==> config.mk <==
export PLATFORM = sky130hd
export DESIGN_NAME = wb_fpu_bridge_flat
export DESIGN_NICKNAME = d
export VERILOG_FILES = /design/src/rtl/fpu_bridge_pkg.sv /design/src/rtl/wb_fpu_bridge_if.sv /design/src/rtl/fpu_handshake_seq.sv /design/src/rtl/wb_fpu_bridge.sv /design/src/flat_wrapper.sv
export SDC_FILE = /design/constraint.sdc
export NUM_CORES = 1
export LEC_CHECK = 0
export BUFFER_PORTS_ARGS = -buffer_cell sky130_fd_sc_hd__clkbuf_2
export CAP_MARGIN = 0
export CORE_UTILIZATION = 56
export CTS_BUF_LIST = sky130_fd_sc_hd__clkbuf_8 sky130_fd_sc_hd__clkbuf_16
export DETAILED_ROUTE_END_ITERATION = 7
export PLACE_DENSITY = 0.8
export SLEW_MARGIN = 20
export SYNTH_ARGS = -nofsm -noshare
export SYNTH_HDL_FRONTEND = slang
export SYNTH_SLANG_ARGS = --single-unit
==> constraint.sdc <==
create_clock -name clk -period 2.9 [get_ports clk]
set_clock_uncertainty 0.1 [all_clocks]
set_input_delay 0.29 -clock clk [delete_from_list [all_inputs] [get_ports clk]]
set_output_delay 0.29 -clock clk [all_outputs]
set_load 0.005 [all_outputs]
==> src/rtl/fpu_bridge_pkg.sv <==
// Shared constants, FSM state type and byte-merge helper for the Wishbone-to-FPU bridge.
package fpu_bridge_pkg;

  localparam logic [4:0] OFF_OPA    = 5'h00;
  localparam logic [4:0] OFF_OPB    = 5'h04;
  localparam logic [4:0] OFF_CTRL   = 5'h08;
  localparam logic [4:0] OFF_STATUS = 5'h0C;
  localparam logic [4:0] OFF_RESULT = 5'h10;

  localparam int unsigned CTRL_OP_LSB = 0;
  localparam int unsigned CTRL_START  = 2;
  localparam int unsigned CTRL_IRQ_EN = 3;

  localparam int unsigned ST_BUSY    = 0;
  localparam int unsigned ST_DONE    = 1;
  localparam int unsigned ST_TIMEOUT = 2;
  localparam int unsigned ST_WR_BUSY = 3;

  typedef enum logic [2:0] {
    IDLE   = 3'd0,
    SEND_A = 3'd1,
    SEND_B = 3'd2,
    WAIT_Z = 3'd3,
    ACK_Z  = 3'd4
  } fsm_state_e;

  function automatic logic [31:0] byte_merge(input logic [31:0] old_val,
                                             input logic [31:0] new_val,
                                             input logic [3:0]  sel);
    logic [31:0] merged;
    for (int i = 0; i < 4; i++) begin
      merged[8*i +: 8] = sel[i] ? new_val[8*i +: 8] : old_val[8*i +: 8];
    end
    return merged;
  endfunction

endpackage

==> src/rtl/wb_fpu_bridge_if.sv <==
// Wishbone slave bus plus FPU operand/result handshake, grouped for the bridge boundary.
interface wb_fpu_bridge_if;

  logic        wbs_stb_i;
  logic        wbs_cyc_i;
  logic        wbs_we_i;
  logic [3:0]  wbs_sel_i;
  logic [31:0] wbs_adr_i;
  logic [31:0] wbs_dat_i;
  logic        wbs_ack_o;
  logic [31:0] wbs_dat_o;

  logic [31:0] fpu_in;
  logic        fpu_input_a_stb;
  logic        fpu_input_a_ack;
  logic        fpu_input_b_stb;
  logic        fpu_input_b_ack;
  logic [1:0]  fpu_op_sel;
  logic [31:0] fpu_output_z;
  logic        fpu_output_z_stb;
  logic        fpu_output_z_ack;
  logic        irq;

  // Bridge side.
  modport slave (
    input  wbs_stb_i, wbs_cyc_i, wbs_we_i, wbs_sel_i, wbs_adr_i, wbs_dat_i,
    output wbs_ack_o, wbs_dat_o,
    output fpu_in, fpu_input_a_stb, fpu_input_b_stb, fpu_op_sel, fpu_output_z_ack,
    input  fpu_input_a_ack, fpu_input_b_ack, fpu_output_z, fpu_output_z_stb,
    output irq
  );

  // Bus master / FPU side.
  modport master (
    output wbs_stb_i, wbs_cyc_i, wbs_we_i, wbs_sel_i, wbs_adr_i, wbs_dat_i,
    input  wbs_ack_o, wbs_dat_o,
    input  fpu_in, fpu_input_a_stb, fpu_input_b_stb, fpu_op_sel, fpu_output_z_ack,
    output fpu_input_a_ack, fpu_input_b_ack, fpu_output_z, fpu_output_z_stb,
    input  irq
  );

endinterface

==> src/rtl/fpu_handshake_seq.sv <==
// Streams the operand snapshot A then B to the FPU, collects Z, and aborts on timeout.
module fpu_handshake_seq
  import fpu_bridge_pkg::*;
#(
  parameter int unsigned TIMEOUT = 1024,
  parameter int unsigned CNT_W   = 16
) (
  input  logic        i_clk,
  input  logic        i_rst_n,
  input  logic        i_start,
  input  logic [31:0] i_opa,
  input  logic [31:0] i_opb,
  input  logic [1:0]  i_op_sel,
  input  logic        i_a_ack,
  input  logic        i_b_ack,
  input  logic [31:0] i_z,
  input  logic        i_z_stb,
  output logic [31:0] o_fpu_in,
  output logic        o_a_stb,
  output logic        o_b_stb,
  output logic        o_z_ack,
  output logic [1:0]  o_op_sel,
  output logic        o_busy,
  output logic        o_res_we,
  output logic [31:0] o_res_data,
  output logic        o_done_set,
  output logic        o_to_set
);

  localparam logic [CNT_W-1:0] TO_LAST = CNT_W'(TIMEOUT - 1);

  fsm_state_e       r_state;
  logic [CNT_W-1:0] r_cnt;
  logic [31:0]      r_fpu_in;
  logic [31:0]      r_opb;
  logic [1:0]       r_op_sel;
  logic             r_a_stb;
  logic             r_b_stb;
  logic             r_z_ack;

  logic w_counting;
  logic w_hs;
  logic w_to_hit;
  logic w_to_fire;

  always_comb begin
    w_counting = (r_state == SEND_A) || (r_state == SEND_B) || (r_state == WAIT_Z);
    w_hs       = ((r_state == SEND_A) && i_a_ack) ||
                 ((r_state == SEND_B) && i_b_ack) ||
                 ((r_state == WAIT_Z) && i_z_stb);
    w_to_hit   = (TIMEOUT != 0) && (r_cnt == TO_LAST);
    // A handshake landing on the last allowed cycle beats the abort.
    w_to_fire  = w_counting && w_to_hit && !w_hs;
  end

  always_ff @(posedge i_clk or negedge i_rst_n) begin
    if (!i_rst_n) begin
      r_state  <= IDLE;
      r_cnt    <= '0;
      r_fpu_in <= '0;
      r_opb    <= '0;
      r_op_sel <= '0;
      r_a_stb  <= 1'b0;
      r_b_stb  <= 1'b0;
      r_z_ack  <= 1'b0;
    end else begin
      if (w_counting && (r_cnt != {CNT_W{1'b1}})) begin
        r_cnt <= r_cnt + CNT_W'(1);
      end

      if (w_to_fire) begin
        r_state  <= IDLE;
        r_a_stb  <= 1'b0;
        r_b_stb  <= 1'b0;
        r_z_ack  <= 1'b0;
        r_fpu_in <= '0;
        r_op_sel <= '0;
      end else begin
        case (r_state)
          IDLE: begin
            if (i_start) begin
              r_state  <= SEND_A;
              r_fpu_in <= i_opa;
              r_opb    <= i_opb;
              r_op_sel <= i_op_sel;
              r_a_stb  <= 1'b1;
              r_cnt    <= '0;
            end
          end
          SEND_A: begin
            if (i_a_ack) begin
              r_state  <= SEND_B;
              r_a_stb  <= 1'b0;
              r_b_stb  <= 1'b1;
              r_fpu_in <= r_opb;
            end
          end
          SEND_B: begin
            if (i_b_ack) begin
              r_state  <= WAIT_Z;
              r_b_stb  <= 1'b0;
              r_fpu_in <= '0;
            end
          end
          WAIT_Z: begin
            if (i_z_stb) begin
              r_state <= ACK_Z;
              r_z_ack <= 1'b1;
            end
          end
          ACK_Z: begin
            r_state  <= IDLE;
            r_z_ack  <= 1'b0;
            r_op_sel <= '0;
          end
          default: begin
            r_state  <= IDLE;
            r_a_stb  <= 1'b0;
            r_b_stb  <= 1'b0;
            r_z_ack  <= 1'b0;
            r_fpu_in <= '0;
            r_op_sel <= '0;
          end
        endcase
      end
    end
  end

  assign o_fpu_in   = r_fpu_in;
  assign o_a_stb    = r_a_stb;
  assign o_b_stb    = r_b_stb;
  assign o_z_ack    = r_z_ack;
  assign o_op_sel   = r_op_sel;
  assign o_busy     = (r_state != IDLE);
  assign o_res_we   = (r_state == WAIT_Z) && i_z_stb;
  assign o_res_data = i_z;
  assign o_done_set = (r_state == ACK_Z);
  assign o_to_set   = w_to_fire;

endmodule

==> src/rtl/wb_fpu_bridge.sv <==
// Wishbone register file (OPA/OPB/CTRL/STATUS/RESULT) in front of the FPU handshake sequencer.
module wb_fpu_bridge
  import fpu_bridge_pkg::*;
#(
  parameter logic [31:0] BASE_ADDR = 32'h3000_0000,
  parameter int unsigned TIMEOUT   = 1024,
  parameter int unsigned CNT_W     = 16
) (
  input logic            clk,
  input logic            reset_n,
  wb_fpu_bridge_if.slave bus
);

  logic        r_ack;
  logic [31:0] r_rdata;
  logic [31:0] r_opa;
  logic [31:0] r_opb;
  logic [31:0] r_result;
  logic [1:0]  r_op_sel;
  logic        r_irq_en;
  logic        r_done;
  logic        r_to_err;
  logic        r_wbe;

  logic        w_req;
  logic        w_wr;
  logic        w_rd;
  logic [4:0]  w_off;
  logic        w_wr_opa;
  logic        w_wr_opb;
  logic        w_wr_ctrl;
  logic        w_wbe_set;
  logic        w_start;
  logic [3:1]  w_st_clr;
  logic        w_res_rd;
  logic [31:0] w_rmux;
  logic        w_unused_adr;

  logic [31:0] w_fpu_in;
  logic        w_a_stb;
  logic        w_b_stb;
  logic        w_z_ack;
  logic [1:0]  w_op_sel;
  logic        w_busy;
  logic        w_res_we;
  logic [31:0] w_res_data;
  logic        w_done_set;
  logic        w_to_set;

  assign w_req = bus.wbs_stb_i && bus.wbs_cyc_i &&
                 (bus.wbs_adr_i[31:8] == BASE_ADDR[31:8]) && !r_ack;
  assign w_wr  = w_req && bus.wbs_we_i;
  assign w_rd  = w_req && !bus.wbs_we_i;
  assign w_off = {bus.wbs_adr_i[4:2], 2'b00};

  assign w_unused_adr = ^{bus.wbs_adr_i[7:5], bus.wbs_adr_i[1:0]};

  assign w_wr_opa  = w_wr && (w_off == OFF_OPA);
  assign w_wr_opb  = w_wr && (w_off == OFF_OPB);
  assign w_wr_ctrl = w_wr && (w_off == OFF_CTRL);
  assign w_wbe_set = (w_wr_opa || w_wr_opb || w_wr_ctrl) && w_busy;
  assign w_start   = w_wr_ctrl && bus.wbs_sel_i[0] && bus.wbs_dat_i[CTRL_START] && !w_busy;
  assign w_st_clr  = (w_wr && (w_off == OFF_STATUS) && bus.wbs_sel_i[0]) ?
                     bus.wbs_dat_i[3:1] : 3'b000;
  assign w_res_rd  = w_rd && (w_off == OFF_RESULT);

  always_comb begin
    w_rmux = '0;
    case (w_off)
      OFF_OPA:    w_rmux = r_opa;
      OFF_OPB:    w_rmux = r_opb;
      OFF_CTRL:   w_rmux = {28'd0, r_irq_en, 1'b0, r_op_sel};
      OFF_STATUS: w_rmux = {28'd0, r_wbe, r_to_err, r_done, w_busy};
      OFF_RESULT: w_rmux = r_result;
      default:    w_rmux = '0;
    endcase
  end

  always_ff @(posedge clk or negedge reset_n) begin
    if (!reset_n) begin
      r_ack    <= 1'b0;
      r_rdata  <= '0;
      r_opa    <= '0;
      r_opb    <= '0;
      r_result <= '0;
      r_op_sel <= '0;
      r_irq_en <= 1'b0;
      r_done   <= 1'b0;
      r_to_err <= 1'b0;
      r_wbe    <= 1'b0;
    end else begin
      r_ack   <= w_req;
      // Read data only carries a value in the ack cycle.
      r_rdata <= w_rd ? w_rmux : '0;
      if (w_wr_opa && !w_busy) begin
        r_opa <= byte_merge(r_opa, bus.wbs_dat_i, bus.wbs_sel_i);
      end
      if (w_wr_opb && !w_busy) begin
        r_opb <= byte_merge(r_opb, bus.wbs_dat_i, bus.wbs_sel_i);
      end
      if (w_wr_ctrl && !w_busy && bus.wbs_sel_i[0]) begin
        r_op_sel <= bus.wbs_dat_i[CTRL_OP_LSB +: 2];
        r_irq_en <= bus.wbs_dat_i[CTRL_IRQ_EN];
      end
      if (w_res_we) begin
        r_result <= w_res_data;
      end
      // Hardware set takes priority over every clear source.
      r_done   <= w_done_set || (r_done && !w_start && !w_st_clr[ST_DONE] && !w_res_rd);
      r_to_err <= w_to_set || (r_to_err && !w_start && !w_st_clr[ST_TIMEOUT]);
      r_wbe    <= w_wbe_set || (r_wbe && !w_st_clr[ST_WR_BUSY]);
    end
  end

  fpu_handshake_seq #(
    .TIMEOUT (TIMEOUT),
    .CNT_W   (CNT_W)
  ) u_seq (
    .i_clk      (clk),
    .i_rst_n    (reset_n),
    .i_start    (w_start),
    .i_opa      (r_opa),
    .i_opb      (r_opb),
    .i_op_sel   (bus.wbs_dat_i[CTRL_OP_LSB +: 2]),
    .i_a_ack    (bus.fpu_input_a_ack),
    .i_b_ack    (bus.fpu_input_b_ack),
    .i_z        (bus.fpu_output_z),
    .i_z_stb    (bus.fpu_output_z_stb),
    .o_fpu_in   (w_fpu_in),
    .o_a_stb    (w_a_stb),
    .o_b_stb    (w_b_stb),
    .o_z_ack    (w_z_ack),
    .o_op_sel   (w_op_sel),
    .o_busy     (w_busy),
    .o_res_we   (w_res_we),
    .o_res_data (w_res_data),
    .o_done_set (w_done_set),
    .o_to_set   (w_to_set)
  );

  assign bus.wbs_ack_o        = r_ack;
  assign bus.wbs_dat_o        = r_rdata;
  assign bus.fpu_in           = w_fpu_in;
  assign bus.fpu_input_a_stb  = w_a_stb;
  assign bus.fpu_input_b_stb  = w_b_stb;
  assign bus.fpu_output_z_ack = w_z_ack;
  assign bus.fpu_op_sel       = w_op_sel;
  assign bus.irq              = r_irq_en && (r_done || r_to_err);

endmodule

==> src/flat_wrapper.sv <==
// flat-port wrapper written by rule: the top's interface ports become plain ports
module wb_fpu_bridge_flat import fpu_bridge_pkg::*;
#(
  parameter logic [31:0] BASE_ADDR = 32'h3000_0000,
  parameter int unsigned TIMEOUT   = 1024,
  parameter int unsigned CNT_W     = 16
)
  (clk, reset_n, bus_wbs_stb_i, bus_wbs_cyc_i, bus_wbs_we_i, bus_wbs_sel_i, bus_wbs_adr_i, bus_wbs_dat_i, bus_wbs_ack_o, bus_wbs_dat_o, bus_fpu_in, bus_fpu_input_a_stb, bus_fpu_input_b_stb, bus_fpu_op_sel, bus_fpu_output_z_ack, bus_fpu_input_a_ack, bus_fpu_input_b_ack, bus_fpu_output_z, bus_fpu_output_z_stb, bus_irq);
  wb_fpu_bridge_if bus_i ();
  input logic clk;
  input logic reset_n;
  input wire logic [$bits(bus_i.wbs_stb_i)-1:0] bus_wbs_stb_i;
  input wire logic [$bits(bus_i.wbs_cyc_i)-1:0] bus_wbs_cyc_i;
  input wire logic [$bits(bus_i.wbs_we_i)-1:0] bus_wbs_we_i;
  input wire logic [$bits(bus_i.wbs_sel_i)-1:0] bus_wbs_sel_i;
  input wire logic [$bits(bus_i.wbs_adr_i)-1:0] bus_wbs_adr_i;
  input wire logic [$bits(bus_i.wbs_dat_i)-1:0] bus_wbs_dat_i;
  output wire logic [$bits(bus_i.wbs_ack_o)-1:0] bus_wbs_ack_o;
  output wire logic [$bits(bus_i.wbs_dat_o)-1:0] bus_wbs_dat_o;
  output wire logic [$bits(bus_i.fpu_in)-1:0] bus_fpu_in;
  output wire logic [$bits(bus_i.fpu_input_a_stb)-1:0] bus_fpu_input_a_stb;
  output wire logic [$bits(bus_i.fpu_input_b_stb)-1:0] bus_fpu_input_b_stb;
  output wire logic [$bits(bus_i.fpu_op_sel)-1:0] bus_fpu_op_sel;
  output wire logic [$bits(bus_i.fpu_output_z_ack)-1:0] bus_fpu_output_z_ack;
  input wire logic [$bits(bus_i.fpu_input_a_ack)-1:0] bus_fpu_input_a_ack;
  input wire logic [$bits(bus_i.fpu_input_b_ack)-1:0] bus_fpu_input_b_ack;
  input wire logic [$bits(bus_i.fpu_output_z)-1:0] bus_fpu_output_z;
  input wire logic [$bits(bus_i.fpu_output_z_stb)-1:0] bus_fpu_output_z_stb;
  output wire logic [$bits(bus_i.irq)-1:0] bus_irq;
  assign bus_i.wbs_stb_i = bus_wbs_stb_i;
  assign bus_i.wbs_cyc_i = bus_wbs_cyc_i;
  assign bus_i.wbs_we_i = bus_wbs_we_i;
  assign bus_i.wbs_sel_i = bus_wbs_sel_i;
  assign bus_i.wbs_adr_i = bus_wbs_adr_i;
  assign bus_i.wbs_dat_i = bus_wbs_dat_i;
  assign bus_wbs_ack_o = bus_i.wbs_ack_o;
  assign bus_wbs_dat_o = bus_i.wbs_dat_o;
  assign bus_fpu_in = bus_i.fpu_in;
  assign bus_fpu_input_a_stb = bus_i.fpu_input_a_stb;
  assign bus_fpu_input_b_stb = bus_i.fpu_input_b_stb;
  assign bus_fpu_op_sel = bus_i.fpu_op_sel;
  assign bus_fpu_output_z_ack = bus_i.fpu_output_z_ack;
  assign bus_i.fpu_input_a_ack = bus_fpu_input_a_ack;
  assign bus_i.fpu_input_b_ack = bus_fpu_input_b_ack;
  assign bus_i.fpu_output_z = bus_fpu_output_z;
  assign bus_i.fpu_output_z_stb = bus_fpu_output_z_stb;
  assign bus_irq = bus_i.irq;
  wb_fpu_bridge #(.BASE_ADDR(BASE_ADDR), .TIMEOUT(TIMEOUT), .CNT_W(CNT_W)) u_core (.clk(clk), .reset_n(reset_n), .bus(bus_i));
endmodule
==> key figures <==
Outcome
  – Status: finished clean

Cells and area
  – Syn-to-layout area delta: 28.8%
  – Nets: 1181
  – Fraction of final layout cells sized beyond drive strength 1: 31.8%
  – Final Cell Area: 12600 sq um

Logic synthesis
  – Syn Inst Count: 832
  – Synth unique cells: 51
  – Yosys reg bits: around 220
  – Post-Syn Area: 9750 sq um
  – Primary FF master, synth: dfrtp_1
  – Post-Syn Area per Cell: 11.7 sq um
  – Fraction of registers with async set/reset: 100%
  – EDFF count, synth: 0
  – Synthesized Nets: 941
  – Sequential area share after synthesis: 57.2%
  – Syn. warnings: 0

Worst hold path
  – Hold Crit Class: input port to flip-flop

Worst setup path
  – CP Capture Type: flip-flop
  – CP Class: flip-flop to flip-flop
  – Critical path peak fanout: 14
  – Critical Path AT: 2.94 ns
  – Critical-path top delay cell: dfrtp_1
  – Critical path cell sequence: nor4_1 -> nand3_1 -> nor3_2 -> o221ai_4 -> buf_8 -> buf_8 -> o2bb2ai_1
  – Required time worst endpoint: 3.23 ns
  – CP most frequent cell: buf_8
  – Max incr delay on CP: 0.52 ns
  – CP startpoint kind: flip-flop

GRT
  – Most Crowded Layer GR: met2
  – Initial antenna violation count: 1
  – Grt ovf: 0
  – Number of global-route vias before repair: 7927
  – Met3 global-route usage: 6.05%
  – Met1 Use GR: just under 40%
  – GRT met2 Usage: 50.7%
  – Largest net degree at the start of global routing: 90
  – Global-route wire length before repair: 41.8 mm
  – GRT Util Overall: slightly above 30%

STA
  – FMAX: 384 MHz
  – Slew HR: a little over two fifths
  – Final setup fails: 0
  – Fin crit share: 89.9%
  – Min setup slack post-route: 0.293 ns
  – Fin. Hold Viols: 0
  – Worst Hold Slack: 0.0238 ns
  – Worst-Margin Slew: 0.834 ns
  – TNS Setup: 0 ns
  – Tmin final: roughly 2.6 ns
  – RSZ-0062 raised after global routing: no
  – Max Slew Vio Count: 0

Power
  – Register share of total power: 40.2%
  – Pwr dens: approximately 630 nW/um^2
  – VDD IR max: 0.502 mV
  – Power, Total: 7.89 mW
  – Power Internal: ~5.7 mW
  – Psw: 2.15 mW
  – Sw Ratio: 27.3%
  – Static Leak: 6.19 nW
  – Clock Power Share: a little over two fifths
  – Combinational power share: between 15 and 20%

Flow run
  – Max-Cap Viols: 0

Clock network
  – Total CTS buffers: 24
  – Sink Count: between 200 and 250
  – Hold-fix buffers, CTS: 64
  – Worst-Skew Late Latency: 0.52 ns
  – Htree depth: 1
  – Reg clk slew, reported paths: 0.06 ns
  – # Post-CTS Setup Buffers: 0
  – CTS max path bufs: 3
  – Post-CTS resize count: 0
  – Clock root cell: clkbuf_16
  – CTS tree: done

Route
  – Initial DRC Count: 555
  – Post-route ant nets: 0
  – Wirelength, routed: 26.3 mm
  – Routed via count: 7652
  – Residual DRC: 0
  – Avg WL per Cell: 20.1 um
  – TritonRoute pass-1 iters: 5
  – Vias/cell: 5.84

Place
  – DPL Wire Length: about 16 mm
  – Placer Congestion: 0.881
  – Port Buf Inserts: approximately 170
  – Setup WS pre-CTS: between 0.2 and 0.3 ns
  – Placed Area: around 11000 sq um

Floorplanning
  – Core Area: between 15000 and 20000 sq um
  – Io pins: 179
  – Number of placement rows: between 40 and 50
  – Vert. Die Dim: 134 um
  – Chip width: ~130 um
  – Starting Density: 58.0%
  – Die area: ~18000 sq um
[critical path: cells and delay by family, from the launching register on]
family	cells	cell delay (ns)
buffers and inverters	2	0.41
AND/OR/NAND/NOR	3	1.03
flip-flops	1	0.52
AO/OA/AOI/OAI	2	0.46
[power groups by stage]
| stage | registers [mW] | clock network [mW] | logic, mW |
|---|---|---|---|
| 6_report | 3.17 | 3.41 | 1.30 |
| 5_1_grt | 3.17 | 3.56 | 1.37 |
| 4_1_cts | 3.17 | 3.44 | 1.29 |
| 3_5_place_dp | 3.23 | 0 | 1.21 |
| 3_3_place_gp | 3.23 | 0 | 1.05 |
| 2_1_floorplan | 3.20 | 0 | 0.634 |
[metrics by stage]
stage | cells | utilization [%]
after detailed placement | 1202 | 65.4
after CTS | 1310 | 74.7
after global routing | 1311 | 74.7
after global placement | 1199 | 65.1
final | 1311 | 74.7
after floorplan | 832 | -
[registers in the layout, summed over array words and instances, names as in the netlist]
signal	cells
u_core.r_to_err	1
u_core.bus.wbs_dat_o	32
u_core.u_seq.o_z_ack	1
u_core.bus.wbs_ack_o	1
u_core.r_done	1
u_core.r_wbe	1
u_core.r_irq_en	1
u_core.r_opb	32
u_core.u_seq.r_state	3
u_core.u_seq.o_op_sel	2
u_core.r_op_sel	2
u_core.u_seq.o_a_stb	1
u_core.u_seq.o_fpu_in	32
u_core.r_result	32
u_core.u_seq.r_opb	32
u_core.u_seq.r_cnt	16
u_core.u_seq.o_b_stb	1
u_core.r_opa	32
[cell families (layout without fill, tap and decap cells)]
| group | after synthesis | in the layout | synth area share [%] |
|---|---|---|---|
| XOR/XNOR | 13 | 13 | 1.17 |
| flip-flops | 223 | 223 | 57.2 |
| adder cells (fa/ha/maj) | 1 | 1 | 0.128 |
| buffers and inverters | 51 | 309 | 2.08 |
| AO/OA/AOI/OAI | 95 | 95 | 6.70 |
| AND/OR/NAND/NOR | 281 | 281 | 14.2 |
| other | 0 | 1 | 0 |
| multiplexers | 168 | 168 | 18.5 |
[synth_stat cells (all sizes together), types with 10 or more instances]
master	instances	share of area [%]
mux2i	68	7.0
nand2	110	4.3
nand4	18	2.1
dfrtp	223	57
buf	16	0.73
clkbuf	31	1.2
mux2	100	12
nor3	14	0.94
xor2	10	0.90
a21oi	34	1.7
nand3	11	0.56
o2bb2ai	33	3.0
nor2	86	3.3
[final cells by class]
cell class	count	area, sq um
tap	220	275
fill	1109	4260
multi-input combinational	558	4010
clock buffer	30	683
sequential	223	5580
antenna	1	2.50
clock inverter	14	225
inverter	4	15.0
timing repair buffer	261	1770
[final timing paths]
check                                        startpoint                         to  slack (ns)  cells past startpoint
worst min-delay path                   bus_wbs_dat_i[1]   u_core.u_seq.o_op_sel[1]        0.02                      3
min in group asynchronous                       reset_n      u_core.u_seq.r_cnt[0]        0.26                      2
worst max register to register  u_core.u_seq.r_state[1]  u_core.u_seq.o_fpu_in[31]        0.29                      7
worst min register to register      u_core.r_result[20]        u_core.r_result[20]        0.38                      2
max in group asynchronous                       reset_n           u_core.r_opa[30]        1.62                      3
worst max-delay path            u_core.u_seq.r_state[1]  u_core.u_seq.o_fpu_in[31]        0.29                      7
[placed cells by master, fill, tap and decap left out, types with 24 or more instances in the layout]
cell	synthesis	final
dlygate4sd3_1	0	64
mux2_2	87	87
nor2_1	86	86
clkbuf_2	0	172
a21oi_1	34	34
dfrtp_1	223	222
o2bb2ai_1	33	33
nand2_1	109	109
clkbuf_16	0	24
mux2i_1	68	68
[metal layers]
metal  routed length (um)  share of wire, %
met5                    0                 0
met4                  657               2.5
met3                 2070               7.9
met2                12800                49
met1                10800                41
Power figures use the tool's default switching activity.
